### config.mk
export PLATFORM = sky130hd
export DESIGN_NAME = adc_sample_framer_flat
export DESIGN_NICKNAME = d
export VERILOG_FILES = /design/src/rtl/adc_pkg.sv /design/src/rtl/adc_sample_framer_if.sv /design/src/rtl/adc_sample_fifo.sv /design/src/rtl/adc_sample_framer.sv /design/src/flat_wrapper.sv
export SDC_FILE = /design/constraint.sdc
export NUM_CORES = 1
export LEC_CHECK = 0
export ABC_CLOCK_PERIOD_IN_PS = 2420
export BUFFER_PORTS_ARGS = -buffer_cell sky130_fd_sc_hd__buf_2
export CORE_MARGIN = 1
export CORE_UTILIZATION = 35
export DETAILED_ROUTE_END_ITERATION = 7
export PLACE_DENSITY = 0.59
export SLEW_MARGIN = 20
export SYNTH_ARGS = -nofsm -noshare
export SYNTH_HDL_FRONTEND = slang
export SYNTH_SLANG_ARGS = --single-unit
### constraint.sdc
create_clock -name clk -period 2.42 [get_ports clk]
set_input_delay 0.121 -clock clk [delete_from_list [all_inputs] [get_ports clk]]
set_output_delay 0.121 -clock clk [all_outputs]
set_load 0.01 [all_outputs]
### src/rtl/adc_pkg.sv
// Shared constants for the ADC sample framing path.
package adc_pkg;

  localparam int unsigned ADC_WIDTH = 10;
  localparam int unsigned ADC_DEPTH = 4;

  // Framer FSM encoding
  localparam logic [1:0] S_IDLE    = 2'd0;
  localparam logic [1:0] S_SHIFT   = 2'd1;
  localparam logic [1:0] S_CAPTURE = 2'd2;

endpackage

### src/rtl/adc_sample_framer_if.sv
// Valid/ready sample stream between the framer and the sample consumer.
interface adc_sample_framer_if
  import adc_pkg::*;
#(
  parameter int unsigned WIDTH = ADC_WIDTH
) ();

  logic [WIDTH-1:0] data;
  logic             valid;
  logic             ready;

  modport master (output data, output valid, input  ready);
  modport slave  (input  data, input  valid, output ready);

endinterface

### src/rtl/adc_sample_fifo.sv
// Small sample FIFO: registered pointers and occupancy, head word read combinationally.
module adc_sample_fifo
  import adc_pkg::*;
#(
  parameter int unsigned WIDTH = ADC_WIDTH,
  parameter int unsigned DEPTH = ADC_DEPTH
) (
  input  logic                       clk,
  input  logic                       reset_n,
  input  logic                       push,
  input  logic [WIDTH-1:0]           din,
  output logic                       full,
  input  logic                       pop,
  output logic [WIDTH-1:0]           dout,
  output logic                       empty,
  output logic [$clog2(DEPTH+1)-1:0] level
);

  localparam int unsigned PW = (DEPTH > 1) ? $clog2(DEPTH) : 1;
  localparam int unsigned LW = $clog2(DEPTH + 1);

  logic [WIDTH-1:0] r_mem [DEPTH];
  logic [PW-1:0]    r_wr_ptr;
  logic [PW-1:0]    r_rd_ptr;
  logic [LW-1:0]    r_level;
  logic             w_push_ok;
  logic             w_pop_ok;

  assign empty     = (r_level == '0);
  assign full      = (r_level == LW'(DEPTH));
  assign w_pop_ok  = pop & ~empty;
  // A full FIFO still accepts a push when the head leaves in the same cycle
  assign w_push_ok = push & (~full | w_pop_ok);
  // Masked while empty so stale entries never reach the stream
  assign dout      = empty ? '0 : r_mem[r_rd_ptr];
  assign level     = r_level;

  // Storage write; contents are discarded on reset by clearing the pointers
  always_ff @(posedge clk) begin
    if (w_push_ok) begin
      r_mem[r_wr_ptr] <= din;
    end
  end

  // Pointer and occupancy bookkeeping; pointers wrap modulo DEPTH
  always_ff @(posedge clk) begin
    if (!reset_n) begin
      r_wr_ptr <= '0;
      r_rd_ptr <= '0;
      r_level  <= '0;
    end else begin
      if (w_push_ok) begin
        r_wr_ptr <= r_wr_ptr + PW'(1);
      end
      if (w_pop_ok) begin
        r_rd_ptr <= r_rd_ptr + PW'(1);
      end
      if (w_push_ok && !w_pop_ok) begin
        r_level <= r_level + LW'(1);
      end else if (!w_push_ok && w_pop_ok) begin
        r_level <= r_level - LW'(1);
      end
    end
  end

endmodule

### src/rtl/adc_sample_framer.sv
// Frame sequencer for the ADC shift chain: shifts WIDTH cycles, captures the
// parallel word into a FIFO and streams it out, flagging dropped samples.
module adc_sample_framer
  import adc_pkg::*;
#(
  parameter int unsigned WIDTH = ADC_WIDTH,
  parameter int unsigned DEPTH = ADC_DEPTH
) (
  input  logic                       clk,
  input  logic                       reset_n,
  input  logic                       start_i,
  input  logic [WIDTH-1:0]           par_i,
  output logic                       shift_en_o,
  output logic                       busy_o,
  adc_sample_framer_if.master        m_if,
  output logic                       overrun_o,
  input  logic                       clr_ovr_i,
  output logic [$clog2(DEPTH+1)-1:0] level_o
);

  localparam int unsigned CW = (WIDTH > 1) ? $clog2(WIDTH) : 1;

  logic [1:0]       r_state;
  logic [1:0]       w_state_nxt;
  logic [CW-1:0]    r_cnt;
  logic [CW-1:0]    w_cnt_nxt;
  logic             r_shift_en;
  logic             r_busy;
  logic             r_overrun;
  logic             w_push;
  logic             w_pop;
  logic             w_full;
  logic             w_empty;
  logic             w_ovr_set;
  logic [WIDTH-1:0] w_dout;

  // Next-state and shift counter logic
  always_comb begin
    w_state_nxt = r_state;
    w_cnt_nxt   = r_cnt;
    case (r_state)
      S_IDLE: begin
        if (start_i) begin
          w_state_nxt = S_SHIFT;
          w_cnt_nxt   = '0;
        end
      end
      S_SHIFT: begin
        if (r_cnt == CW'(WIDTH - 1)) begin
          w_state_nxt = S_CAPTURE;
          w_cnt_nxt   = '0;
        end else begin
          w_cnt_nxt   = r_cnt + CW'(1);
        end
      end
      S_CAPTURE: begin
        w_state_nxt = S_IDLE;
      end
      default: begin
        w_state_nxt = S_IDLE;
        w_cnt_nxt   = '0;
      end
    endcase
  end

  // State register with registered shift enable and busy derived from next state
  always_ff @(posedge clk) begin
    if (!reset_n) begin
      r_state    <= S_IDLE;
      r_cnt      <= '0;
      r_shift_en <= 1'b0;
      r_busy     <= 1'b0;
    end else begin
      r_state    <= w_state_nxt;
      r_cnt      <= w_cnt_nxt;
      r_shift_en <= (w_state_nxt == S_SHIFT);
      r_busy     <= (w_state_nxt != S_IDLE);
    end
  end

  assign w_push    = (r_state == S_CAPTURE);
  assign w_pop     = ~w_empty & m_if.ready;
  assign w_ovr_set = w_push & w_full & ~w_pop;

  // Sticky overrun flag; a new drop wins over a same-cycle clear
  always_ff @(posedge clk) begin
    if (!reset_n) begin
      r_overrun <= 1'b0;
    end else if (w_ovr_set) begin
      r_overrun <= 1'b1;
    end else if (clr_ovr_i) begin
      r_overrun <= 1'b0;
    end
  end

  adc_sample_fifo #(
    .WIDTH (WIDTH),
    .DEPTH (DEPTH)
  ) u_fifo (
    .clk     (clk),
    .reset_n (reset_n),
    .push    (w_push),
    .din     (par_i),
    .full    (w_full),
    .pop     (w_pop),
    .dout    (w_dout),
    .empty   (w_empty),
    .level   (level_o)
  );

  assign shift_en_o = r_shift_en;
  assign busy_o     = r_busy;
  assign overrun_o  = r_overrun;
  assign m_if.data  = w_dout;
  assign m_if.valid = ~w_empty;

endmodule
### src/flat_wrapper.sv
// flat-port wrapper written by rule: the top's interface ports become plain ports
module adc_sample_framer_flat import adc_pkg::*;
#(
  parameter int unsigned WIDTH = ADC_WIDTH,
  parameter int unsigned DEPTH = ADC_DEPTH
)
  (clk, reset_n, start_i, par_i, shift_en_o, busy_o, overrun_o, clr_ovr_i, level_o, m_if_data, m_if_valid, m_if_ready);
  adc_sample_framer_if #(.WIDTH(WIDTH)) m_if_i ();
  input  logic clk;
  input  logic reset_n;
  input  logic start_i;
  input  logic [WIDTH-1:0] par_i;
  output logic shift_en_o;
  output logic busy_o;
  output logic overrun_o;
  input  logic clr_ovr_i;
  output logic [$clog2(DEPTH+1)-1:0] level_o;
  output wire logic [$bits(m_if_i.data)-1:0] m_if_data;
  output wire logic [$bits(m_if_i.valid)-1:0] m_if_valid;
  input wire logic [$bits(m_if_i.ready)-1:0] m_if_ready;
  assign m_if_data = m_if_i.data;
  assign m_if_valid = m_if_i.valid;
  assign m_if_i.ready = m_if_ready;
  adc_sample_framer #(.WIDTH(WIDTH), .DEPTH(DEPTH)) u_core (.clk(clk), .reset_n(reset_n), .start_i(start_i), .par_i(par_i), .shift_en_o(shift_en_o), .busy_o(busy_o), .m_if(m_if_i), .overrun_o(overrun_o), .clr_ovr_i(clr_ovr_i), .level_o(level_o));
endmodule
==> flow_metrics.env <==
export IMPL_status="complete, but fails checks"
export IMPL_violations="design-rule violations"
export IMPL_layout_drive_gt1_share_pct=31.19
export IMPL_hpwl_um=2853
export IMPL_core_area_um2=6495
export IMPL_async_flop_share_pct=0
export IMPL_seqPwrFrac_pct=49.1
export IMPL_finalCritPeriodShare_pct=91.38
export IMPL_switchingPower_mw=0.4032
export IMPL_gr_usage_all_layers_pct=13.96
export IMPL_clock_latency_ns=0.33
export IMPL_htree_levels=3
export IMPL_worstMarginPinSlew_ns=0.5747
export IMPL_crit_arrival_ns=2.47
export IMPL_ys_seq_elements=58
export IMPL_yosys_warnings=0
export IMPL_vias_per_cell=4.950
export IMPL_clk_pin_slew_ns=0.06
export IMPL_power_mw=2.180
export IMPL_io_buffers=31
export IMPL_drv_cap=0
export IMPL_clkSinkCount=58
export IMPL_end_kind="register"
export IMPL_dr_pass1_iters=6
export IMPL_slew_viol_final=0
export IMPL_synthToLayoutAreaGrowth_pct=22.74
export IMPL_syn_nets=173
export IMPL_hold_worst_slack_ns=0.01212
export IMPL_finalSetupViolCount=0
export IMPL_pwr_share_clk_pct=48.2
export IMPL_p_comb_share_pct=2.7
export IMPL_syn_avg_cell_area_um2=16.07
export IMPL_synth_area_um2=2410
export IMPL_period_needed_ns=2.211
export IMPL_ant_nets=0
export IMPL_rsz0062_at_grt="no"
export IMPL_wl_per_cell_um=15.31
export IMPL_grt_pass1_vias=1489
export IMPL_internal_power_mw=1.777
export IMPL_power_leakage_nw=1.097
export IMPL_overflow=0
export IMPL_final_hold_violation_count=0
export IMPL_vias=1381
export IMPL_grt_pass1_wl_um=7417
export IMPL_io_pins=32
export IMPL_start_util_pct=37.10
export IMPL_relSlewSlack_pct=61.69
export IMPL_grt_max_degree=16
export IMPL_fin_skew_ns=0.005816
export IMPL_synth_cell_types=38
export IMPL_tritoncts_num_buffers=9
export IMPL_hold_buffers=5
export IMPL_antenna_found_initial=0
export IMPL_drt_iter0_markers=59
export IMPL_synthFlopType="edfxtp_1"
export IMPL_nets=220
export IMPL_ir_worst_vdd_v=0.0003958
export IMPL_gp_congestion=0.7934
export IMPL_fp_dieW_um=84.98
export IMPL_num_antenna_cells=0
export IMPL_ctsResizeCount=0
export IMPL_fmax_mhz=452.2
export IMPL_dieArea_um2=7221
export IMPL_seq_area_frac_synth_pct=64.80
export IMPL_synth_edf_count=40
export IMPL_power_density_nw_per_um2=737.0
export IMPL_rows=29
export IMPL_wl_um=4272
export IMPL_synthCells=150
export IMPL_post_route_drc_count=3
export IMPL_sw_frac_of_total_pct=18.50
export IMPL_critPathLaunchType="register"
export IMPL_setup_tns_final_ns=0
export IMPL_timing_reg2reg_setup_slack_ns=0.21
export IMPL_crit_required_ns=2.67
export IMPL_cts_buffer_depth=2
export IMPL_post_cts_buffers=0
export IMPL_cts_tree="built"
export IMPL_hp_class="in -> reg"
export IMPL_die_y_um=84.98
export IMPL_timing_worst_setup_path_type="reg -> reg"
export IMPL_cts_root_buf="clkbuf_8"
export IMPL_crit_fanout=6
-- kinds of logic after synthesis --
| family | after synthesis | synth area share (%) |
|---|---|---|
| buf+inv | 10 | 2.025 |
| simple gates | 45 | 12.72 |
| compound gates | 12 | 3.842 |
| fa+ha+maj | 8 | 4.465 |
| flops | 58 | 64.80 |
| mux | 14 | 11.06 |
| xor+xnor | 3 | 1.091 |
-- cell usage after synthesis (3+ instances only) --
| master | number | area share, % |
|---|---|---|
| a21boi_0 | 3 | 0.93 |
| and2_1 | 7 | 1.8 |
| inv_1 | 5 | 0.78 |
| nor2b_1 | 13 | 3.4 |
| nand2_1 | 6 | 0.93 |
| mux2i_1 | 3 | 1.2 |
| edfxtp_1 | 40 | 50 |
| mux4_2 | 10 | 9.3 |
| ha_1 | 7 | 3.6 |
| dfxtp_1 | 18 | 15 |
| nor3_1 | 3 | 0.62 |
-- metal layers --
metal	global-route usage [%]	vias to the layer above	part of all wire, %
met2	23.75	34	52
met5	0	-	0
li1	-	652	-
met4	4.931	0	1.1
met3	6.128	9	4.8
met1	15.59	686	42
-- layout by cell type, fill, tap and decap left out, drive strengths merged, types with 3 or more instances in the layout --
cell         count
a21boi           5
and2             7
buf             34
bufinv           3
clkbuf          11
dfxtp           18
dlygate4sd3      7
edfxtp          40
ha               7
inv              5
mux2i            3
mux4            10
nand2            6
nor2b           13
nor3             4
nor3b            3
-- cell type report --
cell class	instances	area [µm²]
inverters	5	18.77
repair buffers	41	247.7
well taps	77	96.34
clock buffers	11	131.4
clock inverters	5	102.6
flip-flops and latches	58	1562
multi-input cells	82	799.5
fillers	584	3537
-- power by group through the flow --
stage | clock [mW] | sequential [mW] | combinational (mW)
2_1_floorplan | 0 | 1.09 | 0.0240
3_3_place_gp | 0 | 1.09 | 0.0469
3_5_place_dp | 0 | 1.09 | 0.0501
4_1_cts | 1.07 | 1.07 | 0.0566
5_1_grt | 1.12 | 1.07 | 0.0654
6_report | 1.05 | 1.07 | 0.0581
-- critical path, cell delays in order (launching register included) --
cell and delay [ns]:
dfxtp_1 0.54, nor4b_4 0.11, nor3b_4 0.20, ha_1 0.23, inv_1 0.06, fa_1 0.37
xor2_1 0.16, or3_1 0.32, a21boi_0 0.16
-- worst paths after layout --
kind | cells past startpoint | from | to
min reg2reg | 2 | u_core.overrun_o | u_core.overrun_o
max | 8 | u_core.u_fifo.level[0] | u_core.u_fifo.level[2]
max reg2reg | 8 | u_core.u_fifo.level[0] | u_core.u_fifo.level[2]
min | 1 | par_i[4] | u_core.u_fifo.r_mem[3][4]
-- flip-flops by register name (all words and copies together) (netlist names), named ones only --
| register | count |
|---|---|
| u_core.busy_o | 1 |
| u_core.u_fifo.level | 3 |
| u_core.r_state | 2 |
| u_core.u_fifo.r_rd_ptr | 2 |
| u_core.overrun_o | 1 |
| u_core.r_cnt | 4 |
| u_core.u_fifo.r_mem | 40 |
| u_core.u_fifo.r_wr_ptr | 2 |
| u_core.shift_en_o | 1 |
-- metrics by stage --
stage | worst slack [ns] | instance area (µm²) | instances | utilization, %
floorplan | 0.2066 | 2410 | 150 | -
global placement | 0.3578 | 2654 | 256 | 40.86
detailed placement | 0.2064 | 2654 | 256 | 40.86
CTS | 0.1866 | 2938 | 277 | 45.23
global route | 0.001802 | 2958 | 279 | 45.54
finish | 0.2085 | 2958 | 279 | 45.54
No activity file was read; power rests on OpenSTA's default activity.
